File: config.mk
export PLATFORM = sky130hd
export DESIGN_NAME = control_sequencer_flat
export DESIGN_NICKNAME = d
export VERILOG_FILES = /design/src/rtl/control_sequencer_if.sv /design/src/rtl/control_sequencer.sv /design/src/flat_wrapper.sv
export SDC_FILE = /design/constraint.sdc
export NUM_CORES = 1
export LEC_CHECK = 0
export BUFFER_PORTS_ARGS = -buffer_cell sky130_fd_sc_hd__buf_2
export CORE_UTILIZATION = 46
export DETAILED_ROUTE_END_ITERATION = 8
export PLACE_DENSITY = 0.88
export SYNTH_ARGS = -nofsm -noshare
export SYNTH_HDL_FRONTEND = slang
export SYNTH_SLANG_ARGS = --single-unit
File: constraint.sdc
create_clock -name clk -period 4.7 [get_ports clk]
set_clock_uncertainty 0.15 [all_clocks]
set_input_delay 0.47 -clock clk [delete_from_list [all_inputs] [get_ports clk]]
set_output_delay 0.47 -clock clk [all_outputs]
set_load 0.05 [all_outputs]
File: src/rtl/control_sequencer_if.sv
// Control-unit <-> datapath signal bundle: IR feedback in, bus/register/ALU controls out.
// mem_rdy exists only when CTRL_MEM_WAIT_EN is defined.
interface control_sequencer_if #(parameter int OPW = 5);
    logic [31:0]    ir;
    logic           branch_flag;
`ifdef CTRL_MEM_WAIT_EN
    logic           mem_rdy;
`endif
    // bus drivers
    logic PCout, Zlowout, ZHighout, MDRout, HIout, LOout, InPortout, Cout;
    // register load enables
    logic MARin, PCin, MDRin, IRin, Yin, HIin, LOin, ZHIin, ZLOin;
    // general-purpose register file select/enable
    logic Gra, Grb, Grc, Rin, Rout, BAout;
    // miscellaneous strobes
    logic IncPC, Read, Write, CONin, OutPortin;
    logic [OPW-1:0] operation;
    logic           run;

    modport master (
        input  ir, branch_flag,
`ifdef CTRL_MEM_WAIT_EN
        input  mem_rdy,
`endif
        output PCout, Zlowout, ZHighout, MDRout, HIout, LOout, InPortout, Cout,
        output MARin, PCin, MDRin, IRin, Yin, HIin, LOin, ZHIin, ZLOin,
        output Gra, Grb, Grc, Rin, Rout, BAout,
        output IncPC, Read, Write, CONin, OutPortin,
        output operation, run
    );

    modport slave (
        output ir, branch_flag,
`ifdef CTRL_MEM_WAIT_EN
        output mem_rdy,
`endif
        input  PCout, Zlowout, ZHighout, MDRout, HIout, LOout, InPortout, Cout,
        input  MARin, PCin, MDRin, IRin, Yin, HIin, LOin, ZHIin, ZLOin,
        input  Gra, Grb, Grc, Rin, Rout, BAout,
        input  IncPC, Read, Write, CONin, OutPortin,
        input  operation, run
    );
endinterface

File: src/rtl/control_sequencer.sv
// Hardwired control sequencer: fetch T0-T2, opcode-specific execute T3-T7, HALT until clr.
// Optional CTRL_MEM_WAIT_EN: T1, ld T6 and st T7 stretch until mem_rdy.
module control_sequencer #(
    parameter int OPW = 5
) (
    input  logic                clk,
    input  logic                clr,
    control_sequencer_if.master bus
);

    typedef enum logic [3:0] {
        S_RST, S_T0, S_T1, S_T2, S_T3, S_T4, S_T5, S_T6, S_T7, S_HALT
    } state_t;

    typedef enum logic [3:0] {
        K_NOP, K_LD, K_LDI, K_ST, K_ALU, K_IMM, K_MULDIV, K_UNARY,
        K_BR, K_JR, K_IN, K_OUT, K_MFHI, K_MFLO, K_HALT
    } kind_t;

    localparam logic [OPW-1:0] OP_ADD = OPW'(5'b00011);

    state_t         state;
    kind_t          kind;
    logic [OPW-1:0] opcode;
    logic           mem_ok;

    assign opcode = bus.ir[31 -: OPW];

    // Only the opcode field steers sequencing; operand fields go straight to the datapath.
    logic unused_ir_bits;
    assign unused_ir_bits = ^bus.ir[31-OPW:0];

`ifdef CTRL_MEM_WAIT_EN
    assign mem_ok = bus.mem_rdy;
`else
    assign mem_ok = 1'b1;
`endif

    function automatic kind_t classify(input logic [OPW-1:0] op);
        case (op) inside
            5'b00000:          return K_LD;
            5'b00001:          return K_LDI;
            5'b00010:          return K_ST;
            [5'b00011:5'b01011]: return K_ALU;
            [5'b01100:5'b01110]: return K_IMM;
            5'b01111, 5'b10000: return K_MULDIV;
            5'b10001, 5'b10010: return K_UNARY;
            5'b10011:          return K_BR;
            5'b10100:          return K_JR;
            5'b10110:          return K_IN;
            5'b10111:          return K_OUT;
            5'b11000:          return K_MFHI;
            5'b11001:          return K_MFLO;
            5'b11011:          return K_HALT;
            default:           return K_NOP;
        endcase
    endfunction

    assign kind = classify(opcode);

    // NOTE: clr is sampled on the clock edge (synchronous), and all state updates use <= so
    // every read in this block sees the pre-edge value.
    always_ff @(posedge clk) begin
        if (clr) begin
            state <= S_RST;
        end else begin
            case (state)
                S_RST:  state <= S_T0;
                S_T0:   state <= S_T1;
                S_T1:   if (mem_ok) state <= S_T2;
                S_T2:   state <= (kind == K_HALT) ? S_HALT :
                                 (kind == K_NOP)  ? S_T0   : S_T3;
                S_T3:   state <= (kind inside {K_JR, K_IN, K_OUT, K_MFHI, K_MFLO}) ? S_T0 : S_T4;
                S_T4:   state <= (kind == K_UNARY) ? S_T0 : S_T5;
                S_T5:   state <= (kind inside {K_LD, K_ST, K_MULDIV, K_BR}) ? S_T6 : S_T0;
                S_T6: begin
                    if (kind == K_ST)      state <= S_T7;
                    else if (kind == K_LD) state <= mem_ok ? S_T7 : S_T6;
                    else                   state <= S_T0;
                end
                S_T7:   if (kind != K_ST || mem_ok) state <= S_T0;
                S_HALT: state <= S_HALT;
                default: state <= S_RST;
            endcase
        end
    end

    // NOTE: every output gets a default before the case so no path leaves one unassigned
    // (that would infer a latch).
    always_comb begin
        bus.PCout = 1'b0; bus.Zlowout = 1'b0; bus.ZHighout = 1'b0; bus.MDRout = 1'b0;
        bus.HIout = 1'b0; bus.LOout = 1'b0; bus.InPortout = 1'b0; bus.Cout = 1'b0;
        bus.MARin = 1'b0; bus.PCin = 1'b0; bus.MDRin = 1'b0; bus.IRin = 1'b0; bus.Yin = 1'b0;
        bus.HIin = 1'b0; bus.LOin = 1'b0; bus.ZHIin = 1'b0; bus.ZLOin = 1'b0;
        bus.Gra = 1'b0; bus.Grb = 1'b0; bus.Grc = 1'b0; bus.Rin = 1'b0; bus.Rout = 1'b0;
        bus.BAout = 1'b0; bus.IncPC = 1'b0; bus.Read = 1'b0; bus.Write = 1'b0;
        bus.CONin = 1'b0; bus.OutPortin = 1'b0;
        bus.operation = '0;
        bus.run = (state != S_RST) && (state != S_HALT);

        case (state)
            S_T0: begin bus.PCout = 1'b1; bus.MARin = 1'b1; bus.IncPC = 1'b1; bus.ZLOin = 1'b1; end
            S_T1: begin bus.Zlowout = 1'b1; bus.PCin = 1'b1; bus.Read = 1'b1; bus.MDRin = 1'b1; end
            S_T2: begin bus.MDRout = 1'b1; bus.IRin = 1'b1; end
            S_T3: case (kind)
                K_ALU, K_IMM:      begin bus.Grb = 1'b1; bus.Rout = 1'b1; bus.Yin = 1'b1; end
                K_LD, K_LDI, K_ST: begin bus.Grb = 1'b1; bus.BAout = 1'b1; bus.Yin = 1'b1; end
                K_MULDIV:          begin bus.Gra = 1'b1; bus.Rout = 1'b1; bus.Yin = 1'b1; end
                K_UNARY: begin
                    bus.Grb = 1'b1; bus.Rout = 1'b1; bus.ZLOin = 1'b1; bus.operation = opcode;
                end
                K_BR:   begin bus.Gra = 1'b1; bus.Rout = 1'b1; bus.CONin = 1'b1; end
                K_JR:   begin bus.Gra = 1'b1; bus.Rout = 1'b1; bus.PCin = 1'b1; end
                K_IN:   begin bus.InPortout = 1'b1; bus.Gra = 1'b1; bus.Rin = 1'b1; end
                K_OUT:  begin bus.Gra = 1'b1; bus.Rout = 1'b1; bus.OutPortin = 1'b1; end
                K_MFHI: begin bus.HIout = 1'b1; bus.Gra = 1'b1; bus.Rin = 1'b1; end
                K_MFLO: begin bus.LOout = 1'b1; bus.Gra = 1'b1; bus.Rin = 1'b1; end
                default: ;
            endcase
            S_T4: case (kind)
                K_ALU: begin
                    bus.Grc = 1'b1; bus.Rout = 1'b1; bus.ZLOin = 1'b1; bus.operation = opcode;
                end
                K_IMM:             begin bus.Cout = 1'b1; bus.ZLOin = 1'b1; bus.operation = opcode; end
                K_LD, K_LDI, K_ST: begin bus.Cout = 1'b1; bus.ZLOin = 1'b1; bus.operation = OP_ADD; end
                K_MULDIV: begin
                    bus.Grb = 1'b1; bus.Rout = 1'b1; bus.ZLOin = 1'b1; bus.ZHIin = 1'b1;
                    bus.operation = opcode;
                end
                K_UNARY: begin bus.Zlowout = 1'b1; bus.Gra = 1'b1; bus.Rin = 1'b1; end
                K_BR:    begin bus.PCout = 1'b1; bus.Yin = 1'b1; end
                default: ;
            endcase
            S_T5: case (kind)
                K_ALU, K_IMM, K_LDI: begin bus.Zlowout = 1'b1; bus.Gra = 1'b1; bus.Rin = 1'b1; end
                K_LD, K_ST:          begin bus.Zlowout = 1'b1; bus.MARin = 1'b1; end
                K_MULDIV:            begin bus.Zlowout = 1'b1; bus.LOin = 1'b1; end
                K_BR:    begin bus.Cout = 1'b1; bus.ZLOin = 1'b1; bus.operation = OP_ADD; end
                default: ;
            endcase
            S_T6: case (kind)
                K_LD:     begin bus.Read = 1'b1; bus.MDRin = 1'b1; end
                K_ST:     begin bus.Gra = 1'b1; bus.Rout = 1'b1; bus.MDRin = 1'b1; end
                K_MULDIV: begin bus.ZHighout = 1'b1; bus.HIin = 1'b1; end
                K_BR:     begin bus.Zlowout = 1'b1; bus.PCin = bus.branch_flag; end
                default: ;
            endcase
            S_T7: case (kind)
                K_LD:    begin bus.MDRout = 1'b1; bus.Gra = 1'b1; bus.Rin = 1'b1; end
                K_ST:    bus.Write = 1'b1;
                default: ;
            endcase
            default: ;
        endcase
    end

endmodule

File: src/flat_wrapper.sv
// flat-port wrapper written by rule: the top's interface ports become plain ports
module control_sequencer_flat 
#(
    parameter int OPW = 5
)
  (clk, clr, bus_ir, bus_branch_flag, bus_PCout, bus_Zlowout, bus_ZHighout, bus_MDRout, bus_HIout, bus_LOout, bus_InPortout, bus_Cout, bus_MARin, bus_PCin, bus_MDRin, bus_IRin, bus_Yin, bus_HIin, bus_LOin, bus_ZHIin, bus_ZLOin, bus_Gra, bus_Grb, bus_Grc, bus_Rin, bus_Rout, bus_BAout, bus_IncPC, bus_Read, bus_Write, bus_CONin, bus_OutPortin, bus_operation, bus_run);
  control_sequencer_if #(.OPW(OPW)) bus_i ();
  input  logic clk;
  input  logic clr;
  input wire logic [$bits(bus_i.ir)-1:0] bus_ir;
  input wire logic [$bits(bus_i.branch_flag)-1:0] bus_branch_flag;
  output wire logic [$bits(bus_i.PCout)-1:0] bus_PCout;
  output wire logic [$bits(bus_i.Zlowout)-1:0] bus_Zlowout;
  output wire logic [$bits(bus_i.ZHighout)-1:0] bus_ZHighout;
  output wire logic [$bits(bus_i.MDRout)-1:0] bus_MDRout;
  output wire logic [$bits(bus_i.HIout)-1:0] bus_HIout;
  output wire logic [$bits(bus_i.LOout)-1:0] bus_LOout;
  output wire logic [$bits(bus_i.InPortout)-1:0] bus_InPortout;
  output wire logic [$bits(bus_i.Cout)-1:0] bus_Cout;
  output wire logic [$bits(bus_i.MARin)-1:0] bus_MARin;
  output wire logic [$bits(bus_i.PCin)-1:0] bus_PCin;
  output wire logic [$bits(bus_i.MDRin)-1:0] bus_MDRin;
  output wire logic [$bits(bus_i.IRin)-1:0] bus_IRin;
  output wire logic [$bits(bus_i.Yin)-1:0] bus_Yin;
  output wire logic [$bits(bus_i.HIin)-1:0] bus_HIin;
  output wire logic [$bits(bus_i.LOin)-1:0] bus_LOin;
  output wire logic [$bits(bus_i.ZHIin)-1:0] bus_ZHIin;
  output wire logic [$bits(bus_i.ZLOin)-1:0] bus_ZLOin;
  output wire logic [$bits(bus_i.Gra)-1:0] bus_Gra;
  output wire logic [$bits(bus_i.Grb)-1:0] bus_Grb;
  output wire logic [$bits(bus_i.Grc)-1:0] bus_Grc;
  output wire logic [$bits(bus_i.Rin)-1:0] bus_Rin;
  output wire logic [$bits(bus_i.Rout)-1:0] bus_Rout;
  output wire logic [$bits(bus_i.BAout)-1:0] bus_BAout;
  output wire logic [$bits(bus_i.IncPC)-1:0] bus_IncPC;
  output wire logic [$bits(bus_i.Read)-1:0] bus_Read;
  output wire logic [$bits(bus_i.Write)-1:0] bus_Write;
  output wire logic [$bits(bus_i.CONin)-1:0] bus_CONin;
  output wire logic [$bits(bus_i.OutPortin)-1:0] bus_OutPortin;
  output wire logic [$bits(bus_i.operation)-1:0] bus_operation;
  output wire logic [$bits(bus_i.run)-1:0] bus_run;
  assign bus_i.ir = bus_ir;
  assign bus_i.branch_flag = bus_branch_flag;
  assign bus_PCout = bus_i.PCout;
  assign bus_Zlowout = bus_i.Zlowout;
  assign bus_ZHighout = bus_i.ZHighout;
  assign bus_MDRout = bus_i.MDRout;
  assign bus_HIout = bus_i.HIout;
  assign bus_LOout = bus_i.LOout;
  assign bus_InPortout = bus_i.InPortout;
  assign bus_Cout = bus_i.Cout;
  assign bus_MARin = bus_i.MARin;
  assign bus_PCin = bus_i.PCin;
  assign bus_MDRin = bus_i.MDRin;
  assign bus_IRin = bus_i.IRin;
  assign bus_Yin = bus_i.Yin;
  assign bus_HIin = bus_i.HIin;
  assign bus_LOin = bus_i.LOin;
  assign bus_ZHIin = bus_i.ZHIin;
  assign bus_ZLOin = bus_i.ZLOin;
  assign bus_Gra = bus_i.Gra;
  assign bus_Grb = bus_i.Grb;
  assign bus_Grc = bus_i.Grc;
  assign bus_Rin = bus_i.Rin;
  assign bus_Rout = bus_i.Rout;
  assign bus_BAout = bus_i.BAout;
  assign bus_IncPC = bus_i.IncPC;
  assign bus_Read = bus_i.Read;
  assign bus_Write = bus_i.Write;
  assign bus_CONin = bus_i.CONin;
  assign bus_OutPortin = bus_i.OutPortin;
  assign bus_operation = bus_i.operation;
  assign bus_run = bus_i.run;
  control_sequencer #(.OPW(OPW)) u_core (.clk(clk), .clr(clr), .bus(bus_i));
endmodule
# After elaboration in Yosys (flattened, before gate mapping)
# Index checks and enable logic that the tools add are counted.
totals:
  in_bits: 35
  regBits: 4
  wordCells: 140
op_classes:
  mux: 75
  magnitude_cmp: 4
  n_eq_ne: 37
  n_reduce_logical: 23
ops:
  columns: ["operator", "count"]
  rows:
  - ["4-bit two-way mux", 17]
  - ["5-bit equality test (second input constant)", 10]
  - ["4-bit equality test (second input constant)", 9]
  - ["4-bit one-hot mux with 9 select lines", 1]
  - ["1-bit two-way mux", 35]
  - ["4-bit by 3-bit equality test with 1-bit output (second input constant)", 8]
  - ["4-bit by 2-bit equality test with 1-bit output (second input constant)", 4]
  - ["1-bit one-hot mux with 2 select lines", 8]
  - ["5-bit one-hot mux with 3 select lines", 1]
  - ["7-bit OR reduction", 2]
  - ["3-bit two-way mux", 4]
  - ["1-bit one-hot mux with 4 select lines", 3]
  - ["3-bit OR reduction", 4]
  - ["6-bit OR reduction", 2]
  - ["5-bit by 4-bit <= comparator with 1-bit output (second input constant)", 2]
  - ["5-bit one-hot mux with 2 select lines", 1]
  - ["2-bit OR reduction", 5]
  - ["4-bit by 1-bit equality test with 1-bit output (second input constant)", 2]
  - ["4-bit zero test", 2]
  - ["4-bit nonzero test", 2]
  - ["1-bit one-hot mux with 3 select lines", 2]
  - ["5-bit by 1-bit equality test with 1-bit output (second input constant)", 1]
  - ["5-bit by 2-bit equality test with 1-bit output (second input constant)", 1]
  - ["5-bit by 4-bit equality test with 1-bit output (second input constant)", 1]
  - ["10 further kinds", 12]

# Depth between registers and ports, before layout
# Gate-level depths: netlist (run 1).
depth:
  depth_word: 19
  ltp_mapped: 6
  mapped_depth_nobuf: 5

# Worst setup path before layout (run 1)
# OpenSTA, ideal clock, no wires.
synth_timing:
  kind: "in2out"
  from: "input port bus_ir[28]"
  to: "output port bus_Rout"
  path_buffers: 1
  required_ps: 4080
  path_slack_ps: -140
  path_stages: 5
  t_arrival_ps: 4220
  path_cell_list: "clkbuf_1 nand2_1 a2111oi_0 nor2_1 nand3_1"
synth_between:
  elab_chain_cells: 19
  word_cells_on_any_way: 50
  classes_between: "order compare (4); eq/ne (21); mux (18); reduce/logical (7)"
synth_lines:
  columns: ["item", "line", "rtl"]
  rows:
  - ["start: declaration", "flat_wrapper.sv:10", "input wire logic [$bits(bus_i.ir)-1:0] bus_ir;"]
  - ["5-bit equality test", "control_sequencer.sv:59", "assign kind = classify(opcode);"]
  - ["4-bit two-way mux (13 in series)", "control_sequencer.sv:40", "case (op) inside"]
  - ["4-bit two-way mux (*)", "control_sequencer.sv:40", null]
  - ["4-bit by 3-bit equality test with 1-bit output (tied with other cells)", "control_sequencer.sv:105, control_sequencer.sv:120", null]
  - ["7-bit OR reduction (no source line) or 2-bit OR reduction (tied branches)", null, null]
  - ["1-bit two-way mux, on equally long branches", "control_sequencer.sv:105, control_sequencer.sv:120", null]
  - ["1-bit one-hot mux with 3 select lines (*)", "control_sequencer.sv:101", "case (state)"]
  - ["end: declaration", "flat_wrapper.sv:33", "output wire logic [$bits(bus_i.Rout)-1:0] bus_Rout;"]
# Every way passes the cells marked *; elsewhere a longest branch is shown, timed or not.

# Worst setup path in the final report (run 1)
layout_timing:
  from: "register u_core.state[0]"
  to: "output port bus_Rin"
layout_between:
  elab_chain_cells: 2
  word_cells_on_any_way: 5
  classes_between: "eq/ne (4); mux (1)"
layout_lines:
  columns: ["item", "line", "rtl"]
  rows:
  - ["start: declaration", "control_sequencer.sv:22", "state_t state;"]
  - ["start signal: assignment", "control_sequencer.sv:71", "S_T2: state <= (kind == K_HALT) ? S_HALT :"]
  - ["start signal: assignment", "control_sequencer.sv:73", "S_T3: state <= (kind inside {K_JR, K_IN, K_OUT, K_MFHI, K_MFLO}) ? S_T0 : S_T4;"]
  - ["start signal: assignment", "control_sequencer.sv:74", "S_T4: state <= (kind == K_UNARY) ? S_T0 : S_T5;"]
  - ["4-bit equality test or 4-bit by 3-bit equality test with 1-bit output (tied branches)", "control_sequencer.sv:101", null]
  - ["1-bit one-hot mux with 4 select lines (*)", "control_sequencer.sv:101", null]
  - ["end: declaration", "flat_wrapper.sv:32", "output wire logic [$bits(bus_i.Rin)-1:0] bus_Rin;"]
# Marked as above.

==> run summary, run 1 <==
Post-layout total power = 193 uW
Number of I/O port buffers = 41
Die width = 49.6 um
Ordered list of cells on the worst path = or4b_4 > or3_4 > mux2_4 > o221ai_2 > buf_2
Total placed cells including tap cells = 211
CP max stage delay = 0.67 ns
Detailed-route via count = 1333
Post-route cell area = 0.00122 mm^2
CTS clock-pin slew for the worst setup and hold paths = 0.03 ns
Standard cell core area = 0.00204 mm^2
Worst hold path class = input port to register
Flip-flop and latch count after synthesis = 4
Fraction of power consumed by sequential logic = 23.0%
Global-route wire length before repair = 5150 um
Syn-to-layout area delta = 17.1%
Maximum operating frequency = 316 MHz
Final estimated routing congestion in global placement = 0.905
NumNets Final = 224
Source of the worst register-to-register timing path = u_core.state[2]
DP Worst Slack = 1.58 ns
Fraction of final layout cells with drive strength greater than 1 = 28.9%
Antenna violations before repair = 0
H-tree Lvls = 1
Cell Pwr Density = 158 mW/mm^2
Detailed-route vias per instance = 6.23
Final WS setup = 1.54 ns
Net Count, Synth = 195
Number of flops mapped to enable cells by yosys = 0
Fill count = 201
Count of pins over their slew limit = 0
I/O pin cnt = 69
Proportion of register bits with asynchronous set or reset after synthesis = 0%
Required time worst endpoint = 4.08 ns
Final worst-path cycle share = 67.3%
End of the worst register-to-register path = u_core.state[1]
Max-cap check violation count = 0
Clock Sinks = 4
Internal Pwr Total = 93.7 uW
Site row count = 16
FF-to-FF setup slack = 2.68 ns
Actual transition at the worst max-transition pin = 0.854 ns
Capture point of the critical path = bus_Rin
Hold_ws = 0.434 ns
# DRC = 0
Clock Path Buffers = 2
Headroom to the max-slew limit = 42.3%
Switching pwr = 99.2 uW
Critical Path Sink Type = output port
Mapped Area = 0.00104 mm^2
Synthesized netlist cell count = 160
Slowest cell on crit path = sky130_fd_sc_hd__or4b_4
Number of failing hold endpoints at the final stage = 0
DR pass1 iterations = 4
Clock latency at the later pin of the worst-skew pair = 0.23 ns
Share of power burned in combinational logic = 55.0%
Remaining number of nets flagged by the antenna check after routing = 0
Count of hold-fix buffers inserted at cts = 0
# diodes = 0
Number of flip-flops in the largest register = 4
Remaining global-route overflow = 0
Non-Filler Instances = 214
Share of synthesized area occupied by flip-flops and latches = 7.67%
Yosys top cell area share = 7.67%
Post-Route Utilization = 59.9%
Largest registers = u_core.state: 4 flops
Cts repair resizes = 0
Synth unique cells = 54
TritonCTS buffer count = 3
Kind of critical path = register to output port
Number of DRC violations after detailed-routing iteration 0 = 74
Largest area contributor in the netlist = sky130_fd_sc_hd__dfxtp_1
GRT Overall Usage = 26.0%
Area after detailed placement = 0.00120 mm^2
Starting density of the core = 51.1%
Top_reg_cell synth = sky130_fd_sc_hd__dfxtp_1
Clk network pwr share = 22.0%
Static leakage = 0.534 nW
Reg with most FFs = u_core.state
Number of buffers added for setup after CTS = 0
Cells on worst reg2reg path = 3
Routed wire length = 3060 um
Maximum number of pins on one net before global-route repair = 25
Root buffer cell = sky130_fd_sc_hd__clkbuf_4
Largest cells by area after synthesis = sky130_fd_sc_hd__dfxtp_1 (7.7%), sky130_fd_sc_hd__nor2_1 (7.6%), sky130_fd_sc_hd__o21ai_0 (5.8%)
Y dimension of the die = 49.6 um
CP Data Arrival Time = 2.54 ns
Status = finished clean
Average cell area after synthesis = 6.52 um^2
Setup crit start = u_core.state[0]
Avg WL per Cell = 14.3 um
Final Critical Period = 3.16 ns
Max VDD drop = 0.000129 V
Unrepaired setup endpoints after global routing = no
Final-layout setup total negative slack = 0 ns
Final setup violation count = 0
Crit path max fanout = 19
HPWL reported at the end of detailed placement = 2270 um
Die area = 0.00246 mm^2
Yosys Warn Count = 0
Clock tree from TritonCTS = built
Switch share = 51.4%
Via count of the first global-routing pass = 1123
Worst Setup Start Kind = register
-- cells in the final DEF (no fill, tap or decap), drive strengths merged, types with 2 or more instances in the layout --
cell type  instances
and2               3
nor2              21
a21o               2
a31o               3
o31ai              3
nand3              4
or3b               2
o21ai             12
a21oi              2
nand2b             6
o21bai             2
o2111ai            2
a22oi              2
nand2             11
nand3b             3
o2bb2ai            2
a22o               2
nor2b              3
o21a               4
clkbuf             3
o211ai             2
or4b               2
nor3               6
dfxtp              4
inv                7
a31oi              3
buf               41
nand4b             2
a21boi             2
a211oi             3
or3                4
-- cells by family (layout without fill, tap and decap cells) --
family          Yosys count  count (layout)  share of synthesized area (%)
flops                     4               4                           7.67
compound gates           54              54                           38.2
xor+xnor                  2               2                           1.68
mux                       2               2                           2.40
buf+inv                  24              51                           10.6
simple gates             74              74                           39.5
-- final cells by class --
class	count	area, um^2	share of cell area [%]
Multi-Input combinational cell	132	855	69.9
Timing Repair Buffer	41	205	16.8
Sequential cell	4	80.1	6.55
Tap cell	27	33.8	2.76
Inverter	7	26.3	2.15
Clock buffer	3	22.5	1.84
-- power groups by stage --
| stage | combinational [mW] | sequential [mW] | clock [mW] |
|---|---|---|---|
| after floorplan | 0.0911 | 0.0380 | 0 |
| after global placement | 0.104 | 0.0442 | 0 |
| after detailed placement | 0.105 | 0.0444 | 0 |
| after CTS | 0.105 | 0.0439 | 0.0442 |
| after global routing | 0.114 | 0.0454 | 0.0475 |
| final | 0.106 | 0.0443 | 0.0425 |
-- worst max-delay path: cells and delay by family (launching register included) --
| family | cells | cell delay, ns |
|---|---|---|
| mux | 1 | 0.28 |
| buf+inv | 1 | 0.29 |
| compound gates | 1 | 0.16 |
| flops | 1 | 0.49 |
| simple gates | 2 | 1.09 |
-- worst min path at each step --
stage | from | endpoint | slack [ns] | cells past startpoint
2_1_floorplan | u_core.state[2] | u_core.state[3] | 0.53 | 4
4_1_cts | clr | u_core.state[0] | 0.43 | 3
5_1_grt | clr | u_core.state[0] | 0.45 | 3
3_3_place_gp | u_core.state[3] | u_core.state[0] | 0.54 | 2
3_5_place_dp | u_core.state[3] | u_core.state[0] | 0.55 | 2
6_report | clr | u_core.state[0] | 0.43 | 3
-- cell usage after synthesis (2+ instances only) --
cell and n:
sky130_fd_sc_hd__nor2_1 21, sky130_fd_sc_hd__clkbuf_1 13, sky130_fd_sc_hd__o21ai_0 12, sky130_fd_sc_hd__nand2_1 11
sky130_fd_sc_hd__inv_1 7, sky130_fd_sc_hd__nand2b_1 6, sky130_fd_sc_hd__nor3_1 6, sky130_fd_sc_hd__dfxtp_1 4
sky130_fd_sc_hd__nand3_1 4, sky130_fd_sc_hd__o21a_1 4, sky130_fd_sc_hd__a211oi_1 3, sky130_fd_sc_hd__a31o_2 3
sky130_fd_sc_hd__a31oi_1 3, sky130_fd_sc_hd__and2_1 3, sky130_fd_sc_hd__nand3b_1 3, sky130_fd_sc_hd__nor2b_1 3
sky130_fd_sc_hd__o31ai_1 3, sky130_fd_sc_hd__or3_1 3, sky130_fd_sc_hd__a21boi_0 2, sky130_fd_sc_hd__a21o_1 2
sky130_fd_sc_hd__a21oi_1 2, sky130_fd_sc_hd__a22o_1 2, sky130_fd_sc_hd__a22oi_1 2, sky130_fd_sc_hd__buf_6 2
sky130_fd_sc_hd__nand4b_1 2, sky130_fd_sc_hd__o2111ai_1 2, sky130_fd_sc_hd__o211ai_1 2, sky130_fd_sc_hd__o21bai_1 2
sky130_fd_sc_hd__o2bb2ai_1 2, sky130_fd_sc_hd__or3b_2 2
-- routing by layer --
layer  track usage (%)  up-vias  routed length [um]  share of wire [%]
met2              42.6       83                1460                 48
li1                  -      651                   -                  -
met1              35.7      597                1300                 42
met3              3.40        2                 293                9.6
met5                 0        -                   0                  0
met4              5.71        0                  12               0.39
Note: power is estimated with default switching activity, not from simulation.
==> run 2, diff against run 1 <==
--- a/config.mk
+++ b/config.mk
@@ -6,9 +6,9 @@
 export NUM_CORES = 1
 export LEC_CHECK = 0
 export BUFFER_PORTS_ARGS = -buffer_cell sky130_fd_sc_hd__buf_2
-export CORE_UTILIZATION = 46
+export CORE_UTILIZATION = 38
 export DETAILED_ROUTE_END_ITERATION = 8
-export PLACE_DENSITY = 0.88
+export PLACE_DENSITY = 0.78
 export SYNTH_ARGS = -nofsm -noshare
 export SYNTH_HDL_FRONTEND = slang
 export SYNTH_SLANG_ARGS = --single-unit
==> constraint.sdc (replaced) <==
create_clock -name clk -period 2.7 [get_ports clk]
set_clock_uncertainty 0.15 [all_clocks]
set_input_delay 0.27 -clock clk [delete_from_list [all_inputs] [get_ports clk]]
set_output_delay 0.27 -clock clk [all_outputs]
set_load 0.05 [all_outputs]
==> run summary, run 2 (same netlist as run 1, synthesis figures left out) <==
NumNets Final = 237
Global-route wire length before repair = 4940 um
CP Data Arrival Time = 2.19 ns
Detailed-route via count = 1355
Register Area = 80.1 um^2
Most common cell after layout, fill and taps aside = sky130_fd_sc_hd__buf_2
Number of DRC violations after detailed-routing iteration 0 = 59
Status = finished clean
Actual transition at the worst max-transition pin = 0.441 ns
Top Family by Delay on Critical Path = simple AND/OR/NAND/NOR gates
HPWL reported at the end of detailed placement = 2470 um
Final-layout setup total negative slack = 0 ns
Headroom to the max-slew limit = 70.5%
Maximum number of pins on one net before global-route repair = 24
Ordered list of cells on the worst path = or4b_4 > or3_4 > mux2_4 > o221ai_2 > buf_4
Maximum operating frequency = 383 MHz
Required time worst endpoint = 2.28 ns
Logic depth of the worst path, buffers included = 5
Standard cell core area = 0.00254 mm^2
Post-Route Utilization = 53.5%
Number of failing hold endpoints at the final stage = 0
Combined buffer and inverter count along the critical path = 1
Die area = 0.00296 mm^2
Remaining number of nets flagged by the antenna check after routing = 0
Syn-to-layout area delta = 30.5%
Worst Hold Depth = 3
GRT Overall Usage = 22.6%
CTS clock-pin slew for the worst setup and hold paths = 0.04 ns
Final estimated routing congestion in global placement = 0.854
# DRC = 0
Number of flip-flops in the largest register = 4
Starting density of the core = 41.0%
Number of buffers added for setup after CTS = 0
Cell Pwr Density = 259 mW/mm^2
Max-cap check violation count = 0
Cells on worst reg2reg path = 4
Remaining global-route overflow = 0
# diodes = 0
TritonCTS buffer count = 3
Crit path max fanout = 8
H-tree Lvls = 1
Count of hold-fix buffers inserted at cts = 0
Die width = 54.4 um
Kind of critical path = register to output port
Routed wire length = 3260 um
Critical Path Sink Type = output port
Avg WL per Cell = 14.2 um
CP max stage delay = 0.53 ns
Clock Sinks = 4
Fraction of final layout cells with drive strength greater than 1 = 35.5%
Max VDD drop = 0.000270 V
Fill count = 276
Via count of the first global-routing pass = 1055
Worst hold path class = input port to register
Largest registers = u_core.state: 4 flops
Unrepaired setup endpoints after global routing = no
Final Critical Period = 2.61 ns
Static leakage = 0.608 nW
Clock tree from TritonCTS = built
I/O pin cnt = 69
Clock latency at the later pin of the worst-skew pair = 0.23 ns
Final worst-path cycle share = 96.8%
Multi-input combinational cell area = 890 um^2
Number of I/O port buffers = 41
Final setup violation count = 0
Detailed-route vias per instance = 5.89
Root buffer cell = sky130_fd_sc_hd__clkbuf_4
Y dimension of the die = 54.4 um
Site row count = 18
Worst Setup Start Kind = register
Reg with most FFs = u_core.state
DR pass1 iterations = 4
Antenna violations before repair = 0
Count of pins over their slew limit = 0
Clock Path Buffers = 2
Highest-count cells in the layout ignoring fill and taps = sky130_fd_sc_hd__buf_2 (40), sky130_fd_sc_hd__nor2_1 (21), sky130_fd_sc_hd__buf_4 (14)
Slowest cell on crit path = sky130_fd_sc_hd__or4b_4
==> run 2: cell count changes in the layout (fill, tap and decap cells not counted), sizes merged <==
| cell | previous run | this run |
|---|---|---|
| buf | 41 | 54 |
==> run 2: per-stage QoR <==
stage / std cells / worst slack (ns) / cell area [um^2] / hold WS, ns / power [mW]
global placement: 227 / 0.190 / 1340 / 0.479 / 0.276
floorplan: 160 / 0.00466 / 1080 / 0.333 / 0.228
CTS: 230 / 0.0218 / 1360 / 0.235 / 0.355
global route: 230 / 0.0313 / 1360 / 0.256 / 0.375
finish: 230 / 0.0868 / 1360 / 0.244 / 0.352
detailed placement: 227 / 0.204 / 1340 / 0.482 / 0.278
==> run 2: final timing paths <==
check,start,end,slack (ns)
max,u_core.state[3],bus_Rin,0.09
min,clr,u_core.state[3],0.24
max reg2reg,u_core.state[3],u_core.state[2],1.05
min reg2reg,u_core.state[3],u_core.state[0],0.53
==> run 2: cell type report <==
cell class | instances | area share, %
sequential | 4 | 5.88
clock buffer | 3 | 1.65
multi-input combinational | 132 | 65.3
tap | 30 | 2.76
inverter | 7 | 1.93
timing repair buffer | 54 | 22.4
==> run 2: power breakdown <==
| group | total, mW | switching (mW) | internal, mW |
|---|---|---|---|
| Clock | 0.0738 | 0.0241 | 0.0497 |
| Sequential | 0.0649 | 0.00187 | 0.0630 |
| Combinational | 0.214 | 0.152 | 0.0614 |
| Total | 0.352 | 0.178 | 0.174 |
==> run 2: per-layer routing <==
metal	GRT usage (%)	wire length, um	vias up
met5	0	0	-
met4	1.28	0	0
met3	3.89	292	0
met2	37.4	1500	70
met1	31.8	1470	612
li1	-	-	673
==> run 2: tightest hold or removal path, delay by kind of cell <==
kind | cells | cell delay (ns)
AO/OA/AOI/OAI | 1 | 0.15
AND/OR/NAND/NOR | 1 | 0.06
buffers and inverters | 1 | 0.10
==> run 2: repair_timing <==
action / in CTS / in global routing
setup endpoints to repair: 0 / 1
gates resized for setup: 0 / 2
hold endpoints to repair: 0 / 0
